### src/rtl/gate_lane_arbiter.sv
// ============================================================================
// Module      : gate_lane_arbiter
// Description : Shares one barrier-gate controller between an entry lane (0)
//               and an exit lane (1). It grants one lane at a time, forwards
//               that lane's signals, and follows the gate through the open,
//               passage and lock phases. Defining ARB_PRIORITY_EXIT_EN gives
//               lane 1 fixed priority; otherwise ties go round-robin.
// Revision    : 1.0 - initial release
// ============================================================================
`default_nettype none

module gate_lane_arbiter #(
  parameter int TIMEOUT_CYC = 16,
  parameter int PIN_W       = 8
) (
  input  logic             Clk,
  input  logic             Reset,
  input  logic [1:0]       Req,
  input  logic [1:0]       EnterPin,
  input  logic [PIN_W-1:0] Pin0,
  input  logic [PIN_W-1:0] Pin1,
  input  logic [1:0]       Paso,
  input  logic             G_Abierto,
  input  logic             G_Bloqueo,
  output logic             G_Vehiculo,
  output logic [PIN_W-1:0] G_Pin,
  output logic             G_enterPin,
  output logic             G_Termino,
  output logic [1:0]       Grant,
  output logic             Busy,
  output logic             Timeout
);

  localparam int TW = $clog2(TIMEOUT_CYC) + 1;
  localparam logic [TW-1:0] TMR_LAST = TW'(TIMEOUT_CYC - 1);
  localparam logic [TW-1:0] TMR_MAX  = '1;

  typedef enum logic [2:0] {
    S_IDLE    = 3'd0,
    S_GRANT   = 3'd1,
    S_OPEN    = 3'd2,
    S_RELEASE = 3'd3,
    S_LOCK    = 3'd4
  } state_t;

  state_t           state_q, state_d;
  logic [1:0]       grant_q, grant_d;
  logic [TW-1:0]    timer_q, timer_d;
  logic             timeout_q, timeout_d;

  logic             lane_g;
  logic             req_g;
  logic             enter_g;
  logic             paso_g;
  logic [PIN_W-1:0] pin_g;
  logic             pick;

  // Grant is one-hot, so bit 1 alone identifies the granted lane.
  assign lane_g  = grant_q[1];
  assign req_g   = Req[lane_g];
  assign enter_g = EnterPin[lane_g];
  assign paso_g  = Paso[lane_g];
  assign pin_g   = lane_g ? Pin1 : Pin0;

`ifdef ARB_PRIORITY_EXIT_EN
  assign pick = Req[1];
`else
  logic last_q, last_d;

  // On a tie the lane that did not go last wins.
  assign pick   = (Req == 2'b11) ? ~last_q : Req[1];
  assign last_d = ((grant_q != 2'b00) && (grant_d == 2'b00)) ? lane_g : last_q;

  always_ff @(posedge Clk) begin
    if (Reset) begin
      last_q <= 1'b1;
    end else begin
      last_q <= last_d;
    end
  end
`endif

  always_ff @(posedge Clk) begin
    if (Reset) begin
      state_q   <= S_IDLE;
      grant_q   <= 2'b00;
      timer_q   <= '0;
      timeout_q <= 1'b0;
    end else begin
      state_q   <= state_d;
      grant_q   <= grant_d;
      timer_q   <= timer_d;
      timeout_q <= timeout_d;
    end
  end

  always_comb begin
    state_d    = state_q;
    grant_d    = grant_q;
    timer_d    = '0;
    timeout_d  = 1'b0;
    G_Vehiculo = 1'b0;
    G_Pin      = '0;
    G_enterPin = 1'b0;
    G_Termino  = 1'b0;

    case (state_q)
      S_IDLE: begin
        if (|Req) begin
          grant_d = pick ? 2'b10 : 2'b01;
          state_d = S_GRANT;
        end
      end

      S_GRANT: begin
        G_Vehiculo = req_g;
        G_Pin      = pin_g;
        G_enterPin = enter_g;
        if (enter_g) begin
          timer_d = '0;
        end else if (timer_q == TMR_MAX) begin
          timer_d = timer_q;
        end else begin
          timer_d = timer_q + TW'(1);
        end
        // Gate opening wins over a vehicle leaving or the timer expiring.
        if (G_Abierto) begin
          state_d = S_OPEN;
          timer_d = '0;
        end else if (!req_g) begin
          state_d = S_IDLE;
          grant_d = 2'b00;
        end else if (timer_q == TMR_LAST) begin
          state_d   = S_IDLE;
          grant_d   = 2'b00;
          timeout_d = 1'b1;
        end
      end

      S_OPEN: begin
        G_Vehiculo = req_g;
        G_Pin      = pin_g;
        G_Termino  = paso_g;
        if (paso_g) begin
          state_d = S_RELEASE;
        end
      end

      S_RELEASE: begin
        G_Pin = pin_g;
        if (G_Bloqueo) begin
          state_d = S_LOCK;
        end else begin
          state_d = S_IDLE;
          grant_d = 2'b00;
        end
      end

      S_LOCK: begin
        G_Vehiculo = req_g;
        G_Pin      = pin_g;
        G_enterPin = enter_g;
        if (G_Abierto) begin
          state_d = S_OPEN;
        end
      end

      default: begin
        state_d = S_IDLE;
        grant_d = 2'b00;
      end
    endcase
  end

  assign Grant   = grant_q;
  assign Busy    = (state_q != S_IDLE);
  assign Timeout = timeout_q;

  a_grant_onehot0 : assert property (@(posedge Clk) disable iff (Reset)
    grant_q != 2'b11);
  a_busy_matches_grant : assert property (@(posedge Clk) disable iff (Reset)
    (state_q == S_IDLE) == (grant_q == 2'b00));

endmodule

`default_nettype wire

### config.mk
export PLATFORM = sky130hd
export DESIGN_NAME = gate_lane_arbiter
export DESIGN_NICKNAME = d
export VERILOG_FILES = /design/src/rtl/gate_lane_arbiter.sv
export SDC_FILE = /design/constraint.sdc
export NUM_CORES = 1
export LEC_CHECK = 0
export ABC_CLOCK_PERIOD_IN_PS = 4100
export BUFFER_PORTS_ARGS = -buffer_cell sky130_fd_sc_hd__buf_2
export CAP_MARGIN = 25
export CORE_MARGIN = 1.5
export CORE_UTILIZATION = 50
export CTS_BUF_LIST = sky130_fd_sc_hd__clkbuf_8
export DETAILED_ROUTE_END_ITERATION = 8
export HOLD_SLACK_MARGIN = 0.05
export PLACE_DENSITY_LB_ADDON = 0.1
export SLEW_MARGIN = 20
export SYNTH_ARGS = -nofsm -noshare
export SYNTH_HDL_FRONTEND = slang
export SYNTH_SLANG_ARGS = --single-unit
### constraint.sdc
create_clock -name Clk -period 4.1 [get_ports Clk]
set_clock_uncertainty 0.05 [all_clocks]
set_input_delay 0.41 -clock Clk [delete_from_list [all_inputs] [get_ports Clk]]
set_output_delay 0.41 -clock Clk [all_outputs]
set_load 0.01 [all_outputs]
==> run metrics, run 1 <==
status completed; Simple-Gate Fraction of Synth Area 28.9%; Hold Path Class input port to flip-flop; met3 WL post-DR 75 um; largest area contributor in the netlist dfxtp_1; CP endpoint G_Vehiculo; top cells by count, synth nor2_1, dfxtp_1, mux2i_1, nand2b_1; MaxCap Viol Count 0; wire length on met2 971 um; Async SR Flop Fraction 0%; # DRC 0; Post-synth EDFFs 0; CTS buffer count 3; routability cong. 0.845; critical path startpoint category flip-flop; Total Routing Usage GR 19.7%; hold_buf cts 0; peak supply drop 0.000219 V; mux contribution to synthesized area 15.3%; final setup fails 0; Slowest cell on crit path dfxtp_1; critical path buffer and inverter count 1; net count reported at finish 177; Critical path origin Grant[1]$_SDFF_PP0_; Routed WL per cell 11.7 um; synthesized flop and latch total 12; Port-buffer cells 40; highest routed metal layer met3; # diodes 0; CP max FO 16; Die ar. 2150 um^2; first-pass GRT wire length 3.08 mm; sequential cell area fraction in the yosys report 25.6%; Synth Area in Adders 4.00%; vias in the first global route 765; GR Overflow Total 0; hpwl dp 1.52 mm; CTS H-tree lvls 1; stages on the worst setup path 3; Slew HR 47.6%; most frequent cell after synthesis nor2_1; DR iter-0 viols 20; count of standard-cell rows 15; Die W 46.3 um; Worst-path clk slew 0.06 ns; CTS tree built; Max Slew Vio Count 0; Mapped Area 938 um^2; delay of the slowest cell on the worst path 0.83 ns; clock buffer depth 2; setup slack, reg-to-reg 2.25 ns; via/cell ratio 5.19; reg2reg start Grant[1]$_SDFF_PP0_; Top FF cell, synth dfxtp_1; initial antenna violation count 0; largest family of logic cells by synthesized area simple AND/OR/NAND/NOR gates; fin util 67.6%; final wirelength 2.01 mm; HP Start Reset; Synth Area in Compound Gates 15.9%; Final Hold Violating Endpoints 0; top post-synthesis cells by area dfxtp_1, mux2i_1, nor2_1, ha_1, nand2b_1; worst-skew pair later-pin latency 0.24 ns; static leakage 0.000513 uW; Critical Path AT 1.69 ns; largest net degree at the start of global routing 17; drt first pass iters 4; WL met1 961 um; postcts setup bufs 0; Worst Tran Pin Value 0.784 ns; post-synth cell types 41; multi-input logic area 646 um^2; Worst EP required 3.64 ns; fillers 150; CTS resizes 0; via count of the routed design 892; syn_nets 138; RSZ-0062 raised after global routing no; fraction of layout cells with a size suffix above 1 36.7%; Yosys top cell area share 25.6%; reg2reg path depth 4; Sequential Area 240 um^2; Final Cycle Share 52.5%; Syn-to-layout area delta 25.7%; CP Capture Type primary output; worst path cell trace mux2i_4, nor2_1, buf_2; CTS Sinks 12; Yosys warnings 0; Mapped Cells 109; delay-heaviest family, CP flip-flops; XOR/XNOR share of the synthesized area 4.67%; post-layout minimum cycle time 2.15 ns; Initial Utilization 53.8%; r2r endpoint Grant[1]$_SDFF_PP0_; final setup TNS 0 ns; PD cells 317 nW/um^2; Crit Path Category flip-flop to primary output; Post-DRT Antenna Nets 0; CTS Root Cell clkbuf_8; Synth Area per Inst 8.61 um^2; Fmax 464 MHz; die height 46.3 um; I/O pin count 41; Core Box Area 1750 um^2
[sequential cells by signal (all words and copies together) (netlist names)]
name,count
timer_q,5
state_q,3
Grant,2
Timeout,1
last_q,1
[worst reg2reg max path: stages, from the launching register on]
cell and delay [ns]:
dfxtp_1 0.83, mux2i_4 0.41, o21bai_1 0.13, a211oi_2 0.25, nor3_2 0.06
[cell families (layout without fill, tap and decap cells)]
logic type | after synthesis | in the layout
multiplexers | 13 | 13
XOR/XNOR | 5 | 5
buffers and inverters | 8 | 46
AND/OR/NAND/NOR | 49 | 49
flip-flops | 12 | 12
AO/OA/AOI/OAI | 19 | 19
adder cells (fa/ha/maj) | 3 | 3
[layout by cell type, fill, tap and decap left out, drive strengths merged, types with 2 or more instances in the layout]
master  count
a211oi      2
clkbuf      4
nand3       3
nand2b      5
o21bai      2
mux2i      12
a21oi       3
dfxtp      12
nor4        2
xnor2       3
and2        2
nor2       24
o22ai       2
o21a        2
nor3        3
xor2        2
o211ai      2
nand2       3
buf        40
inv         2
ha          3
[metrics by stage]
step	power [uW]	instances	area [um^2]	hold WS, ns	worst slack, ns
2_1_floorplan	212	109	938	0.422	2.60
3_3_place_gp	246	168	1120	0.444	2.22
3_5_place_dp	247	168	1120	0.463	2.19
4_1_cts	377	172	1180	0.419	1.94
5_1_grt	396	172	1180	0.421	1.84
6_report	374	172	1180	0.416	1.95
[how the worst min path moves through the flow]
| stage | end | slack [ns] | cells past startpoint |
|---|---|---|---|
| 6_report | state_q[2]$_SDFFE_PP0P_ | 0.42 | 2 |
| 5_1_grt | Grant[1]$_SDFF_PP0_ | 0.42 | 2 |
| 4_1_cts | state_q[2]$_SDFFE_PP0P_ | 0.42 | 2 |
| 3_5_place_dp | timer_q[4]$_SDFFE_PP0P_ | 0.46 | 2 |
| 3_3_place_gp | timer_q[3]$_SDFFE_PP0P_ | 0.44 | 2 |
| 2_1_floorplan | timer_q[3]$_SDFFE_PP0P_ | 0.42 | 2 |
[power breakdown]
| part | switching [uW] | leakage [uW] | internal [uW] |
|---|---|---|---|
| combinational | 53.6 | 0.000387 | 52.5 |
| clock | 44.6 | 0.0000288 | 84.8 |
| sequential | 16.3 | 0.0000975 | 122 |
[metal layers]
layer	vias to the layer above	global-route usage (%)
met5	-	0
met4	0	1.71
met3	0	4.71
met2	23	33.6
met1	406	26.0
li1	463	-
[final cells by class]
cell class                 instances  area share [%]
multi-input combinational         89            54.7
sequential                        12            20.4
timing repair buffer              40            17.0
clock buffer                       4            4.67
tap                               25            2.65
inverter                           2           0.636
Note: power is estimated with default switching activity, not from simulation.
==> run 2: changes to the inputs <==
--- a/config.mk
+++ b/config.mk
@@ -5,11 +5,11 @@
 export SDC_FILE = /design/constraint.sdc
 export NUM_CORES = 1
 export LEC_CHECK = 0
-export ABC_CLOCK_PERIOD_IN_PS = 4100
+export ABC_CLOCK_PERIOD_IN_PS = 2200
 export BUFFER_PORTS_ARGS = -buffer_cell sky130_fd_sc_hd__buf_2
 export CAP_MARGIN = 25
 export CORE_MARGIN = 1.5
-export CORE_UTILIZATION = 50
+export CORE_UTILIZATION = 48
 export CTS_BUF_LIST = sky130_fd_sc_hd__clkbuf_8
 export DETAILED_ROUTE_END_ITERATION = 8
 export HOLD_SLACK_MARGIN = 0.05
==> constraint.sdc (replaced) <==
create_clock -name Clk -period 2.2 [get_ports Clk]
set_clock_uncertainty 0.05 [all_clocks]
set_input_delay 0.22 -clock Clk [delete_from_list [all_inputs] [get_ports Clk]]
set_output_delay 0.22 -clock Clk [all_outputs]
set_load 0.01 [all_outputs]
==> run 2 against run 1 <==
Net effect:
- critical endpoint is now G_Pin[5]
- combinational power grew 91%
- non-clock buffer count up 1
- critical path type unchanged
- register-to-register slack lost 1.7 ns
- power up 88%
==> run metrics, run 2 (synthesis gave the netlist of run 1 again) <==
status completed; HP Start Reset; drt first pass iters 4; reg2reg start timer_q[0]$_SDFFE_PP0P_; final setup TNS 0 ns; Routed WL per cell 12.3 um; die height 47.2 um; Slew HR 62.2%; largest net degree at the start of global routing 16; fraction of layout cells with a size suffix above 1 37.2%; RSZ-0062 raised after global routing no; worst-skew pair later-pin latency 0.24 ns; hold_ws 0.215 ns; via count of the routed design 924; first-pass GRT wire length 3.24 mm; PD cells 592 nW/um^2; Crit Path Category flip-flop to primary output; reg2reg path depth 6; net count reported at finish 178; Critical Path AT 1.64 ns; Worst-path clk slew 0.06 ns; # diodes 0; Initial Utilization 52.6%; Die ar. 2230 um^2; register name with the most flops timer_q; hpwl dp 1.65 mm; CTS buffer count 3; r2r endpoint last_q$_SDFFE_PP1P_; setup slack, reg-to-reg 0.59 ns; CTS resizes 0; number of flip-flops in the largest register 5; Syn-to-layout area delta 26.5%; DR iter-0 viols 9; CTS H-tree lvls 1; CP max FO 14; hold_buf cts 0; Max Slew Vio Count 0; vias in the first global route 810; Final Cycle Share 86.7%; MaxCap Viol Count 0; CTS tree built; Final Hold Violating Endpoints 0; Critical path origin state_q[2]$_SDFFE_PP0P_; routability cong. 0.786; CP Capture Type primary output; final wirelength 2.13 mm; Fmax 524 MHz; GR Overflow Total 0; Worst Tran Pin Value 0.567 ns; Hold EP state_q[2]$_SDFFE_PP0P_; Post-DRT Antenna Nets 0; # DRC 0; Worst EP required 1.93 ns; final setup fails 0; Die W 47.2 um; Port-buffer cells 40; most frequent cells in the layout buf_2, nor2_1, dfxtp_1, mux2i_1, nand2b_1; postcts setup bufs 0; peak supply drop 0.000523 V; I/O pin count 41; Final Cell Area 1190 um^2; post-layout minimum cycle time 1.91 ns; static leakage 0.000519 uW; Hold Path Class input port to flip-flop; Total Routing Usage GR 20.5%; post-place instance area 1130 um^2; most common cell after layout, fill and taps aside buf_2; CTS Root Cell clkbuf_8; fillers 166; Core Box Area 1780 um^2; count of standard-cell rows 15; CTS Sinks 12; critical path startpoint category flip-flop; initial antenna violation count 0; hold path depth 2; via/cell ratio 5.34; clock buffer depth 2
## run 2: cell types whose count changed in the layout (fill, tap and decap cells not counted), sizes merged
cell  delta
buf      +1
## run 2: critical path: stages, from the launching register on
cell	delay (ns)
dfxtp_1	0.46
or3_4	0.47
nand2b_1	0.23
nor2_1	0.09
buf_2	0.14
## run 2: per-layer routing
layer / vias up / wire length (um) / share of wire [%] / GRT usage [%]
met2: 32 / 1060 / 50 / 34.5
met4: 0 / 23 / 1.1 / 10.6
met5: - / 0 / 0 / 0
met1: 424 / 937 / 44 / 24.3
li1: 464 / - / - / -
met3: 4 / 111 / 5.2 / 4.62
## run 2: worst max-delay path by stage
stage	to	slack [ns]	depth (start not counted)
finish	G_Pin[5]	0.29	4
global route	G_Pin[3]	0.13	4
CTS	G_Pin[4]	0.30	4
detailed placement	G_Pin[4]	0.56	4
global placement	G_Pin[4]	0.58	4
floorplan	last_q$_SDFFE_PP1P_	0.73	6
## run 2: final cells by class
type,instances,area (um^2),area share [%]
multi-input cells,89,646,54.4
flip-flops and latches,12,240,20.2
repair buffers,41,208,17.5
clock buffers,4,55.1,4.64
well taps,25,31.3,2.63
inverters,2,7.51,0.632
## run 2: power by group
group / internal, uW / switching, uW / leakage, uW
Combinational: 98.8 / 104 / 0.000393
Clock: 158 / 87.4 / 0.0000288
Sequential: 227 / 27.3 / 0.0000975
## run 2: through the flow
| step | instances | total power, uW | utilization [%] | setup slack [ns] |
|---|---|---|---|---|
| floorplan | 109 | 395 | - | 0.728 |
| global placement | 169 | 458 | 63.5 | 0.579 |
| detailed placement | 169 | 461 | 63.5 | 0.560 |
| CTS | 173 | 705 | 66.6 | 0.299 |
| global route | 173 | 740 | 66.6 | 0.135 |
| finish | 173 | 703 | 66.6 | 0.292 |
==> run 3: changes to the inputs <==
--- a/config.mk
+++ b/config.mk
@@ -5,6 +5,7 @@
 export SDC_FILE = /design/constraint.sdc
 export NUM_CORES = 1
 export LEC_CHECK = 0
+export ABC_AREA = 1
 export ABC_CLOCK_PERIOD_IN_PS = 2200
 export BUFFER_PORTS_ARGS = -buffer_cell sky130_fd_sc_hd__buf_2
 export CAP_MARGIN = 25
==> run 3 against run 2 <==
Net effect:
- sequential share of layout area increased by 0.62 points
- clock-buffer cell count decreased by 1
- core utilization increased by 0.14 points
- combinational power increased by 48%
- largest cell class unchanged
==> run metrics, run 3 <==
status completed; GRT Max-Usage Layer met2; net count reported at finish 231; Yosys top cell area share 28.0%; via count of the routed design 1,094; GR Overflow Total 0; Worst path most repeated cell nand2_1; Worst Tran Pin Value 0.430 ns; Die ar. 2110 um^2; Slowest cell on crit path dfxtp_1; initial antenna violation count 0; Syn-to-layout area delta 30.3%; Synth Area per Inst 5.60 um^2; top post-synthesis cells by area nand2_1, dfxtp_1, inv_1, nor2_1, a21oi_1; Total Routing Usage GR 22.2%; Reg power frac 34.3%; Pint 471 uW; Final Cycle Share 81.6%; worst-skew pair later-pin latency 0.23 ns; delay-heaviest family, CP simple AND/OR/NAND/NOR gates; CTS Sinks 12; hold_buf cts 0; largest net degree at the start of global routing 14; Switching Fraction 37.1%; Die W 45.9 um; Worst EP required 1.93 ns; net switching power 277 uW; critical path buffer and inverter count 3; Crit Path Category flip-flop to primary output; peak supply drop 0.000542 V; HP Start G_Abierto; Routed WL per cell 9.76 um; met1 Track Usage GR 30.2%; static leakage 0.000710 uW; Core Box Area 1730 um^2; final wirelength 2.20 mm; most common cell after layout, fill and taps aside nand2_1; routability cong. 0.883; register name with the most flops timer_q; Mapped Area 885 um^2; post-layout minimum cycle time 1.80 ns; sequential cell area fraction in the yosys report 27.2%; Mapped Cells 158; met3 usage 2.38%; number of placed instances with taps included 222; drt first pass iters 4; fraction of layout cells with a size suffix above 1 23.5%; Async SR Flop Fraction 0%; Critical path origin state_q[0]$_SDFFE_PP0P_; # diodes 0; top cells by count, synth nand2_1, inv_1, nor2_1, dfxtp_1, a21oi_1; Max Slew Vio Count 0; reg2reg start timer_q[0]$_SDFFE_PP0P_; RSZ-0062 raised after global routing no; Combinational Power Share 40.0%; count of standard-cell rows 15; Slew HR 71.2%; CP max FO 8; most frequent cell after synthesis nand2_1; largest area contributor in the netlist nand2_1; clock buffer depth 2; worst path cell trace nor2_1, nand2_1, nand2_2, inv_1, nand2_1, nand2_1, inv_1, buf_2; syn_nets 187; post-synth cell types 19; CTS buffer count 3; most frequent cells in the layout nand2_1, buf_2, inv_1, nor2_1, dfxtp_1; I/O pin count 41; die height 45.9 um; Top FF cell, synth dfxtp_1; fin cells 225; # DRC 0; delay of the slowest cell on the worst path 0.33 ns; synthesized flop and latch total 12; CP Capture Type primary output; Clock Power Share 25.7%; vias in the first global route 830; CTS H-tree lvls 1; Yosys warnings 0; first-pass GRT wire length 3.42 mm; Fmax 557 MHz; Initial Utilization 51.2%; Port-buffer cells 40; number of flip-flops in the largest register 5; Critical Path AT 1.53 ns; hpwl dp 1.77 mm; CTS Root Cell clkbuf_8; final setup fails 0; Worst-path clk slew 0.05 ns; Final Hold Violating Endpoints 0; postcts setup bufs 0; via/cell ratio 4.86; final setup TNS 0 ns; CTS resizes 0; DR iter-0 viols 28; Hold Path Class input port to flip-flop; PD cells 649 nW/um^2; critical path startpoint category flip-flop; Post-DRT Antenna Nets 0; Post-synth EDFFs 0; MaxCap Viol Count 0; CTS tree built; met2 Use GR 35.6%
run 3: cell types whose count changed after synthesis, sizes merged, moves of 4 or more:
| cell | before | now |
|---|---|---|
| nand2 | 3 | 68 |
| a21oi | 3 | 8 |
| inv | 2 | 24 |
| nand4 | 0 | 4 |
| nand3 | 3 | 7 |
| nand2b | 5 | 0 |
| buf | 6 | 2 |
| mux2i | 12 | 1 |
run 3: cell type report:
cell class              count  area (um^2)
inverters                  24         90.1
repair buffers             41          208
well taps                  25         31.3
fillers                   162          574
multi-input cells         120          542
clock buffers               3         41.3
flip-flops and latches     12          240
run 3: kinds of logic after synthesis:
family / share of synthesized area (%)
xor+xnor: 1.98
flops: 27.2
buf+inv: 11.6
fa+ha+maj: 4.24
simple gates: 47.1
compound gates: 6.79
mux: 1.13
run 3: path summary, 6_finish.rpt:
check / slack (ns) / end / depth (start not counted)
worst max-delay path: 0.40 / G_Pin[3] / 8
worst min register to register: 0.40 / last_q$_SDFFE_PP1P_ / 2
worst min-delay path: 0.17 / Timeout$_SDFF_PP0_ / 2
worst max register to register: 0.43 / last_q$_SDFFE_PP1P_ / 11
run 3: through the flow:
step / setup slack [ns] / utilization (%) / area, um^2 / total power [uW] / hold slack, ns
finish: 0.405 / 66.7 / 1150 / 748 / 0.173
global route: 0.245 / 66.7 / 1150 / 804 / 0.176
CTS: 0.418 / 66.7 / 1150 / 749 / 0.171
detailed placement: 0.479 / 64.3 / 1110 / 558 / 0.396
global placement: 0.538 / 64.3 / 1110 / 551 / 0.394
floorplan: 0.601 / - / 885 / 455 / 0.239
run 3: power groups by stage:
stage / clock network [uW] / registers [uW] / logic, uW
after floorplan: 0 / 257 / 198
after global placement: 0 / 259 / 292
after detailed placement: 0 / 260 / 298
after CTS: 194 / 256 / 299
after global routing: 208 / 259 / 338
final: 192 / 256 / 299
run 3: routing by layer:
metal | share of wire, % | wire length [um]
met1 | 46 | 1020
met2 | 44 | 971
met3 | 8.3 | 183
met4 | 1.1 | 25
met5 | 0 | 0
run 3: worst register-to-register path: stages (launching register included):
cell and delay, ns:
dfxtp_1 0.32, ha_1 0.21, and3_1 0.20, ha_1 0.21, nor2_1 0.12, nand2_1 0.07
nand2_1 0.06, nand3_1 0.06, nand3_1 0.11, nor2_1 0.06, a21oi_1 0.11, nand2_1 0.06
